[src/rtl/hwpe_stream_package.sv]
// hwpe_stream_package: shared flag structs and state encodings for hwpe_stream blocks.
package hwpe_stream_package;
    typedef struct packed {
        logic       empty;
        logic       full;
        logic [7:0] push_pointer;
        logic [7:0] pop_pointer;
    } flags_fifo_t;
    typedef struct packed {
        logic busy;
        logic last;
    } flags_downsizer_t;
    typedef enum logic {IDLE, HOLD} downsizer_state_e;
endpackage

[src/rtl/hwpe_stream_intf_stream.sv]
// hwpe_stream_intf_stream: valid/ready stream with byte strobes.
interface hwpe_stream_intf_stream #(
    parameter int unsigned DATA_WIDTH = 32
) ();
    logic                    valid;
    logic                    ready;
    logic [DATA_WIDTH-1:0]   data;
    logic [DATA_WIDTH/8-1:0] strb;
    modport source (output valid, output data, output strb, input ready);
    modport sink (input valid, input data, input strb, output ready);
endinterface

[src/rtl/hwpe_stream_downsizer_next_idx.sv]
// hwpe_stream_downsizer_next_idx: beat skip encoder for HWPE_STREAM_DOWNSIZER_STRB_SKIP_EN;
// first live beat of the pushed word, next live beat after idx of the held word.
module hwpe_stream_downsizer_next_idx #(
    parameter int unsigned RATIO = 4,
    parameter int unsigned IW    = $clog2(RATIO)
) (
    input  logic [RATIO-1:0] push_mask,
    input  logic [RATIO-1:0] hold_mask,
    input  logic [IW-1:0]    idx,
    output logic [IW-1:0]    first,
    output logic [IW-1:0]    next,
    output logic             last,
    output logic             any
);
    // Descending scan so the lowest qualifying beat wins.
    always_comb begin
        first = '0;
        next  = idx;
        last  = 1'b1;
        for (int i = int'(RATIO) - 1; i >= 0; i--) begin
            first = push_mask[i] ? IW'(i) : first;
            if (hold_mask[i] && i > int'(idx)) begin
                next = IW'(i);
                last = 1'b0;
            end
        end
    end
    assign any = |push_mask;
endmodule

[src/rtl/hwpe_stream_downsizer.sv]
// hwpe_stream_downsizer: splits wide stream words into narrow beats, LSB first.
// Define HWPE_STREAM_DOWNSIZER_STRB_SKIP_EN to skip beats whose strobes are all zero.
module hwpe_stream_downsizer
    import hwpe_stream_package::*;
#(
    parameter int unsigned DATA_WIDTH_IN  = 32,
    parameter int unsigned DATA_WIDTH_OUT = 8
) (
    input  logic                          clk_i,
    input  logic                          rst_i,
    input  logic                          clear_i,
    hwpe_stream_intf_stream.sink          push_i,
    hwpe_stream_intf_stream.source        pop_o,
    output flags_downsizer_t              flags_o
);
    localparam int unsigned RATIO = DATA_WIDTH_IN / DATA_WIDTH_OUT;
    localparam int unsigned IW    = $clog2(RATIO);
    localparam int unsigned SI    = DATA_WIDTH_IN / 8;
    localparam int unsigned SO    = DATA_WIDTH_OUT / 8;
    if (DATA_WIDTH_OUT % 8 != 0 || DATA_WIDTH_IN % DATA_WIDTH_OUT != 0 || RATIO < 2 || (RATIO & (RATIO - 1)) != 0) begin : g_bad_ratio
        $error("hwpe_stream_downsizer: DATA_WIDTH_IN/DATA_WIDTH_OUT must be a power of two >= 2");
    end
    downsizer_state_e    state_q, state_d;
    logic [IW-1:0]       idx_q, idx_d, first_idx, next_idx;
    logic [DATA_WIDTH_IN-1:0] word_q, word_d;
    logic [SI-1:0]       strb_q, strb_d;
    logic                last_beat, push_any, push_hs, pop_hs;
`ifdef HWPE_STREAM_DOWNSIZER_STRB_SKIP_EN
    logic [RATIO-1:0] push_mask, hold_mask;
    for (genvar b = 0; b < int'(RATIO); b++) begin : g_mask
        assign push_mask[b] = |push_i.strb[b*SO +: SO];
        assign hold_mask[b] = |strb_q[b*SO +: SO];
    end
    hwpe_stream_downsizer_next_idx #(.RATIO(RATIO), .IW(IW)) i_next_idx (
        .push_mask (push_mask),
        .hold_mask (hold_mask),
        .idx       (idx_q),
        .first     (first_idx),
        .next      (next_idx),
        .last      (last_beat),
        .any       (push_any)
    );
`else
    assign first_idx = '0;
    assign push_any  = 1'b1;
    assign next_idx  = idx_q + 1'b1;
    assign last_beat = idx_q == IW'(RATIO - 1);
`endif
    assign pop_hs       = pop_o.valid & pop_o.ready;
    assign push_i.ready = ~clear_i & (state_q == IDLE | (pop_hs & last_beat));
    assign push_hs      = push_i.valid & push_i.ready;
    assign pop_o.valid  = state_q == HOLD;
    assign pop_o.data   = word_q[idx_q*DATA_WIDTH_OUT +: DATA_WIDTH_OUT];
    assign pop_o.strb   = strb_q[idx_q*SO +: SO];
    assign flags_o.busy = state_q == HOLD;
    assign flags_o.last = state_q == HOLD & last_beat;
    always_comb begin
        state_d = state_q;
        idx_d   = idx_q;
        word_d  = word_q;
        strb_d  = strb_q;
        if (clear_i) begin
            state_d = IDLE;
            idx_d   = '0;
        end else if (push_hs) begin
            word_d  = push_i.data;
            strb_d  = push_i.strb;
            idx_d   = first_idx;
            state_d = push_any ? HOLD : IDLE;
        end else if (pop_hs) begin
            state_d = last_beat ? IDLE : HOLD;
            idx_d   = last_beat ? idx_q : next_idx;
        end
    end
    always_ff @(posedge clk_i or posedge rst_i) begin
        if (rst_i) begin
            state_q <= IDLE;
            idx_q   <= '0;
            word_q  <= '0;
            strb_q  <= '0;
        end else begin
            state_q <= state_d;
            idx_q   <= idx_d;
            word_q  <= word_d;
            strb_q  <= strb_d;
        end
    end
endmodule

[src/flat_wrapper.sv]
// flat-port wrapper written by rule: the top's interface ports become plain ports
module hwpe_stream_downsizer_flat import hwpe_stream_package::*;
#(
    parameter int unsigned DATA_WIDTH_IN  = 32,
    parameter int unsigned DATA_WIDTH_OUT = 8
)
  (clk_i, rst_i, clear_i, flags_o, push_i_valid, push_i_data, push_i_strb, push_i_ready, pop_o_valid, pop_o_data, pop_o_strb, pop_o_ready);
  hwpe_stream_intf_stream #(.DATA_WIDTH(32)) push_i_i ();
  hwpe_stream_intf_stream #(.DATA_WIDTH(8)) pop_o_i ();
  input  logic clk_i;
  input  logic rst_i;
  input  logic clear_i;
  output flags_downsizer_t flags_o;
  input wire logic [$bits(push_i_i.valid)-1:0] push_i_valid;
  input wire logic [$bits(push_i_i.data)-1:0] push_i_data;
  input wire logic [$bits(push_i_i.strb)-1:0] push_i_strb;
  output wire logic [$bits(push_i_i.ready)-1:0] push_i_ready;
  output wire logic [$bits(pop_o_i.valid)-1:0] pop_o_valid;
  output wire logic [$bits(pop_o_i.data)-1:0] pop_o_data;
  output wire logic [$bits(pop_o_i.strb)-1:0] pop_o_strb;
  input wire logic [$bits(pop_o_i.ready)-1:0] pop_o_ready;
  assign push_i_i.valid = push_i_valid;
  assign push_i_i.data = push_i_data;
  assign push_i_i.strb = push_i_strb;
  assign push_i_ready = push_i_i.ready;
  assign pop_o_valid = pop_o_i.valid;
  assign pop_o_data = pop_o_i.data;
  assign pop_o_strb = pop_o_i.strb;
  assign pop_o_i.ready = pop_o_ready;
  hwpe_stream_downsizer #(.DATA_WIDTH_IN(DATA_WIDTH_IN), .DATA_WIDTH_OUT(DATA_WIDTH_OUT)) u_core (.clk_i(clk_i), .rst_i(rst_i), .clear_i(clear_i), .push_i(push_i_i), .pop_o(pop_o_i), .flags_o(flags_o));
endmodule
[config.mk]
export PLATFORM = sky130hd
export DESIGN_NAME = hwpe_stream_downsizer_flat
export DESIGN_NICKNAME = d
export VERILOG_FILES = /design/src/rtl/hwpe_stream_package.sv /design/src/rtl/hwpe_stream_intf_stream.sv /design/src/rtl/hwpe_stream_downsizer_next_idx.sv /design/src/rtl/hwpe_stream_downsizer.sv /design/src/flat_wrapper.sv
export SDC_FILE = /design/constraint.sdc
export NUM_CORES = 1
export LEC_CHECK = 0
export ABC_AREA = 1
export BUFFER_PORTS_ARGS = -buffer_cell sky130_fd_sc_hd__buf_4
export CORE_MARGIN = 2
export CORE_UTILIZATION = 55
export CTS_CLUSTER_SIZE = 10
export DETAILED_ROUTE_END_ITERATION = 12
export MAX_ROUTING_LAYER = met4
export PLACE_DENSITY = 0.86
export SLEW_MARGIN = 10
export SYNTH_ARGS = -nofsm -noshare
export SYNTH_HDL_FRONTEND = slang
export SYNTH_SLANG_ARGS = --single-unit
[constraint.sdc]
create_clock -name clk_i -period 2.8 [get_ports clk_i]
set_clock_uncertainty 0.1 [all_clocks]
set_input_delay 0.14 -clock clk_i [delete_from_list [all_inputs] [get_ports clk_i]]
set_output_delay 0.14 -clock clk_i [all_outputs]
set_load 0.02 [all_outputs]
Yosys cells after proc, flatten, opt, wreduce, memory -nomap -nowiden
Cells that the tools add are included.
{"block": "totals", "reg_bits": 39, "in_bits": 41, "output_inout_bits": 13, "word_cells": 28}
{"block": "op_classes", "addsub": 1, "eq_ne": 2, "shift": 2, "muxes": 8, "bitwise": 8, "n_reduce_logical": 3}
{"op": "$shiftx A32 B6 Y8", "n": 1}
{"op": "$mux W2", "n": 4}
{"op": "$and A1 B1 Y1", "n": 5}
{"op": "$mux W1", "n": 4}
{"op": "$reduce_and A2 Y1", "n": 2}
{"op": "$shiftx A4 B3 Y1", "n": 1}
{"op": "$ne A3 B3 Y1 const B", "n": 1}
{"op": "$reduce_bool A3 Y1", "n": 1}
{"op": "$add A2 B1 Y2 const B", "n": 1}
{"op": "$eq A2 B2 Y1 const B", "n": 1}
{"op": "$not A1 Y1", "n": 2}
{"op": "$or A1 B1 Y1", "n": 1}

Longest topological paths before layout
{"block": "depth", "word_depth": 7, "mapped_depth": 8, "mapped_depth_nobuf": 6}

Worst setup path before layout
OpenSTA, ideal clock, no wires.
{"block": "synth_path", "path_kind": "register to output", "start": "register u_core.idx_q[0]", "end": "output pop_o_data[0]", "arrival_time_ps": 1212, "required_time_ps": 2560, "setup_slack_ps": 1348, "stages_incl_launch_ff": 5, "n_path_buf": 2, "cell_sequence": "dfrtp_1 -> clkbuf_1 -> buf_2 -> nor2_1 -> o22ai_1"}
{"block": "synth_between", "elab_chain_len": 1}
{"item": "start: declaration", "line": "hwpe_stream_downsizer.sv:24", "rtl": "logic [IW-1:0] idx_q, idx_d, first_idx, next_idx;"}
{"item": "start signal: assignment", "line": "hwpe_stream_downsizer.sv:83", "rtl": "idx_q <= idx_d;"}
{"item": "$shiftx A32 B6 Y8", "line": "hwpe_stream_downsizer.sv:53", "rtl": "assign pop_o.data = word_q[idx_q*DATA_WIDTH_OUT +: DATA_WIDTH_OUT];"}
{"item": "end: declaration", "line": "flat_wrapper.sv:19", "rtl": "output wire logic [$bits(pop_o_i.data)-1:0] pop_o_data;"}
Every way passes these cells.

Worst setup path after layout
{"block": "layout_path", "start": "register u_core.idx_q[1]", "end": "output push_i_ready"}
{"block": "layout_between", "elab_chain_len": 4}
{"item": "$eq A2 B2 Y1", "line": "hwpe_stream_downsizer.sv:47", "rtl": "assign last_beat = idx_q == IW'(RATIO - 1);"}
{"item": "$and A1 B1 Y1", "line": "hwpe_stream_downsizer.sv:50", "rtl": "assign push_i.ready = ~clear_i & (state_q == IDLE | (pop_hs & last_beat));"}
{"item": "$or A1 B1 Y1", "line": "hwpe_stream_downsizer.sv:50"}
{"item": "$and A1 B1 Y1", "line": "hwpe_stream_downsizer.sv:50"}
{"item": "end: declaration", "line": "flat_wrapper.sv:17", "rtl": "output wire logic [$bits(push_i_i.ready)-1:0] push_i_ready;"}
Every way passes these cells.

==> impl_metrics.env <==
export IMPL_status="finished clean"
export IMPL_core_rowCount=21
export IMPL_critPathArrivalTime_ps=1950
export IMPL_critPathRequiredTime_ps=2560
export IMPL_num_vias=1919
export IMPL_drc=0
export IMPL_clk_path_buf_depth=2
export IMPL_hold_viol=0
export IMPL_synth_area_leaders="dfrtp_1, nand2_1, nand3_1"
export IMPL_globalplace_congestion=0.813
export IMPL_grt_antenna_before_repair=0
export IMPL_clkPwrFrac_pct=26.9
export IMPL_synth_cell_types=17
export IMPL_synthToLayoutAreaGrowth_pct=42.9
export IMPL_drv_cap=0
export IMPL_max_freq_ghz=0.458
export IMPL_dieWidth_um=63.0
export IMPL_max_slew_worst_pin_slew_ps=486
export IMPL_syn_area_per_cell_um2=8.14
export IMPL_synth_cells=235
export IMPL_yosys_warnings=0
export IMPL_synth_seq_cells=39
export IMPL_crit_path_end_kind="output pin"
export IMPL_post_route_period_util_pct=78.1
export IMPL_cts_num_sinks=39
export IMPL_clkTransAtPathRegs_ps=110
export IMPL_cellPowerDensity_nw_per_um2=542
export IMPL_static_leakage_power_nw=1.44
export IMPL_drt_iter0_markers=194
export IMPL_yosysTopAreaCellShare_pct=51.0
export IMPL_routed_via_density=5.20
export IMPL_grt_pass1_vias=1821
export IMPL_placed_area_um2=2260
export IMPL_n_antenna_cell=0
export IMPL_final_antenna_net_count=0
export IMPL_hpwl_um=2870
export IMPL_final_layout_size_suffix_gt1_share_pct=21.1
export IMPL_die_area_um2=3970
export IMPL_drt_pass1_iterations=5
export IMPL_cts_root_buf="clkbuf_4"
export IMPL_p_seq_share_pct=48.0
export IMPL_grt_overflow=0
export IMPL_worstSkewPairLatency_ps=350
export IMPL_hp_class="input port to flop"
export IMPL_ctsHtreeMaxLevel=2
export IMPL_yosysTopAreaCell="dfrtp_1"
export IMPL_start_util_pct=57.3
export IMPL_finalCriticalPeriod_ps=2190
export IMPL_syn_area_um2=1910
export IMPL_syn_nets=277
export IMPL_routed_wl_um=4940
export IMPL_crit_type="flop to output pin"
export IMPL_p_sw_share_pct=29.6
export IMPL_grt_setup_unrepaired="no"
export IMPL_final_setup_tns_ps=0
export IMPL_p_comb_share_pct=25.0
export IMPL_r2r_start="u_core.idx_q[1]$_DFFE_PP0P_"
export IMPL_vdd_drop_max_mv=0.352
export IMPL_coreArea_um2=3340
export IMPL_maxSlewViolCount=0
export IMPL_power_internal_mw=1.04
export IMPL_die_h_um=63.0
export IMPL_crit_path_max_fanout=19
export IMPL_port_buffers=53
export IMPL_ys_seq_area_share_pct=51.0
export IMPL_final_nets=364
export IMPL_p_sw_uw=439
export IMPL_cts_tree="done"
export IMPL_holdCritStartpoint="clear_i"
export IMPL_boundaryPins=54
export IMPL_start_kind="flop"
export IMPL_startpoint="u_core.idx_q[1]$_DFFE_PP0P_"
export IMPL_relSlewSlack_pct=67.6
export IMPL_grt_max_degree=40
export IMPL_wire_per_inst_um=13.4
export IMPL_grt_use_total_pct=28.0
export IMPL_setup_viol=0
export IMPL_numCtsBuffers=5
export IMPL_grt_pass1_wl_um=8360
export IMPL_final_area_um2=2730
==> final timing paths <==
check	endpoint	slack, ps	cells after the start
min	u_core.idx_q[1]$_DFFE_PP0P_	10	4
max	push_i_ready	610	4
min in group asynchronous	u_core.pop_o.valid$_DFFE_PP0P_	340	4
min reg2reg	u_core.word_q[13]$_DFFE_PP0P_	390	2
max reg2reg	u_core.strb_q[2]$_DFFE_PP0P_	770	6
max in group asynchronous	u_core.word_q[24]$_DFFE_PP0P_	1910	4
==> metal layers <==
metal	part of all wire, %	global-route usage [%]
met4	1.5	8.61
met2	51	42.2
met3	5.4	6.85
met1	42	37.7
met5	0	-
==> logic make-up (layout without fill, tap and decap cells) <==
family / after synthesis / in the layout / synth area share (%)
AO/OA/AOI/OAI: 29 / 29 / 8.76
adder cells (fa/ha/maj): 1 / 1 / 0.654
buffers and inverters: 23 / 111 / 8.76
flip-flops: 39 / 39 / 51.0
AND/OR/NAND/NOR: 143 / 143 / 30.8
==> worst max-delay path, stage by stage (launching register included) <==
cell and delay, ps:
dfrtp_1 530, ha_1 310, nand2_2 110, a21oi_4 410, buf_4 230
==> cells in the final DEF, fill, tap and decap left out, drive strengths merged <==
master and n:
clkbuf 6, dlygate4sd3 39, dfrtp 39, o22ai 9, nand2 81, clkinv 1, o21ai 19, nand3 39
nor2 22, nor3 1, inv 7, buf 57, ha 1, bufinv 1, a21oi 1
==> power groups by stage <==
stage	Combinational (mW)	Clock [mW]	Sequential, mW
6_report	0.371	0.400	0.712
5_1_grt	0.412	0.438	0.719
4_1_cts	0.371	0.405	0.709
3_5_place_dp	0.327	0	0.717
3_3_place_gp	0.318	0	0.716
2_1_floorplan	0.216	0	0.701
==> cells in the mapped netlist <==
library cell / instances
buf_2: 2
buf_4: 4
o21ai_0: 19
a21oi_4: 1
ha_1: 1
nand2_2: 1
buf_8: 3
inv_1: 6
nand2_1: 80
clkbuf_1: 3
dfrtp_1: 39
nor3_1: 1
inv_2: 1
o22ai_1: 9
nor2_1: 22
nand3_1: 39
buf_6: 4
==> through the flow <==
| stage | power (mW) | hold slack (ps) | setup slack [ps] | instances | util, % |
|---|---|---|---|---|---|
| after floorplan | 0.917 | 178 | 1350 | 235 | - |
| after global placement | 1.03 | 188 | 868 | 322 | 67.6 |
| after detailed placement | 1.04 | 186 | 809 | 322 | 67.6 |
| after CTS | 1.48 | 5.57 | 613 | 369 | 81.9 |
| after global routing | 1.57 | 0.271 | 465 | 369 | 81.9 |
| final | 1.48 | 10.7 | 614 | 369 | 81.9 |
==> state kept, by name, summed over array words and instances (netlist names) <==
| register | count |
|---|---|
| u_core.idx_q | 2 |
| u_core.pop_o.valid | 1 |
| u_core.word_q | 32 |
| u_core.strb_q | 4 |
==> timing repair <==
item / CTS / global route
setup endpoints to repair: 0 / 0
hold buffers: 39 / 0
resized for setup: 0 / 0
buffers inserted: 0 / 0
endpoints found under the hold margin: 76 / 0
==> cell type report <==
type                            count  area [um^2]
Clock buffer                        6         51.3
Clock inverter                      2         35.0
Fill cell                         212          603
Inverter                            7         26.3
Multi-Input combinational cell    173          769
Sequential cell                    39          976
Tap cell                           46         57.6
Timing Repair Buffer               96          818
(Power assumes the default switching activity.)
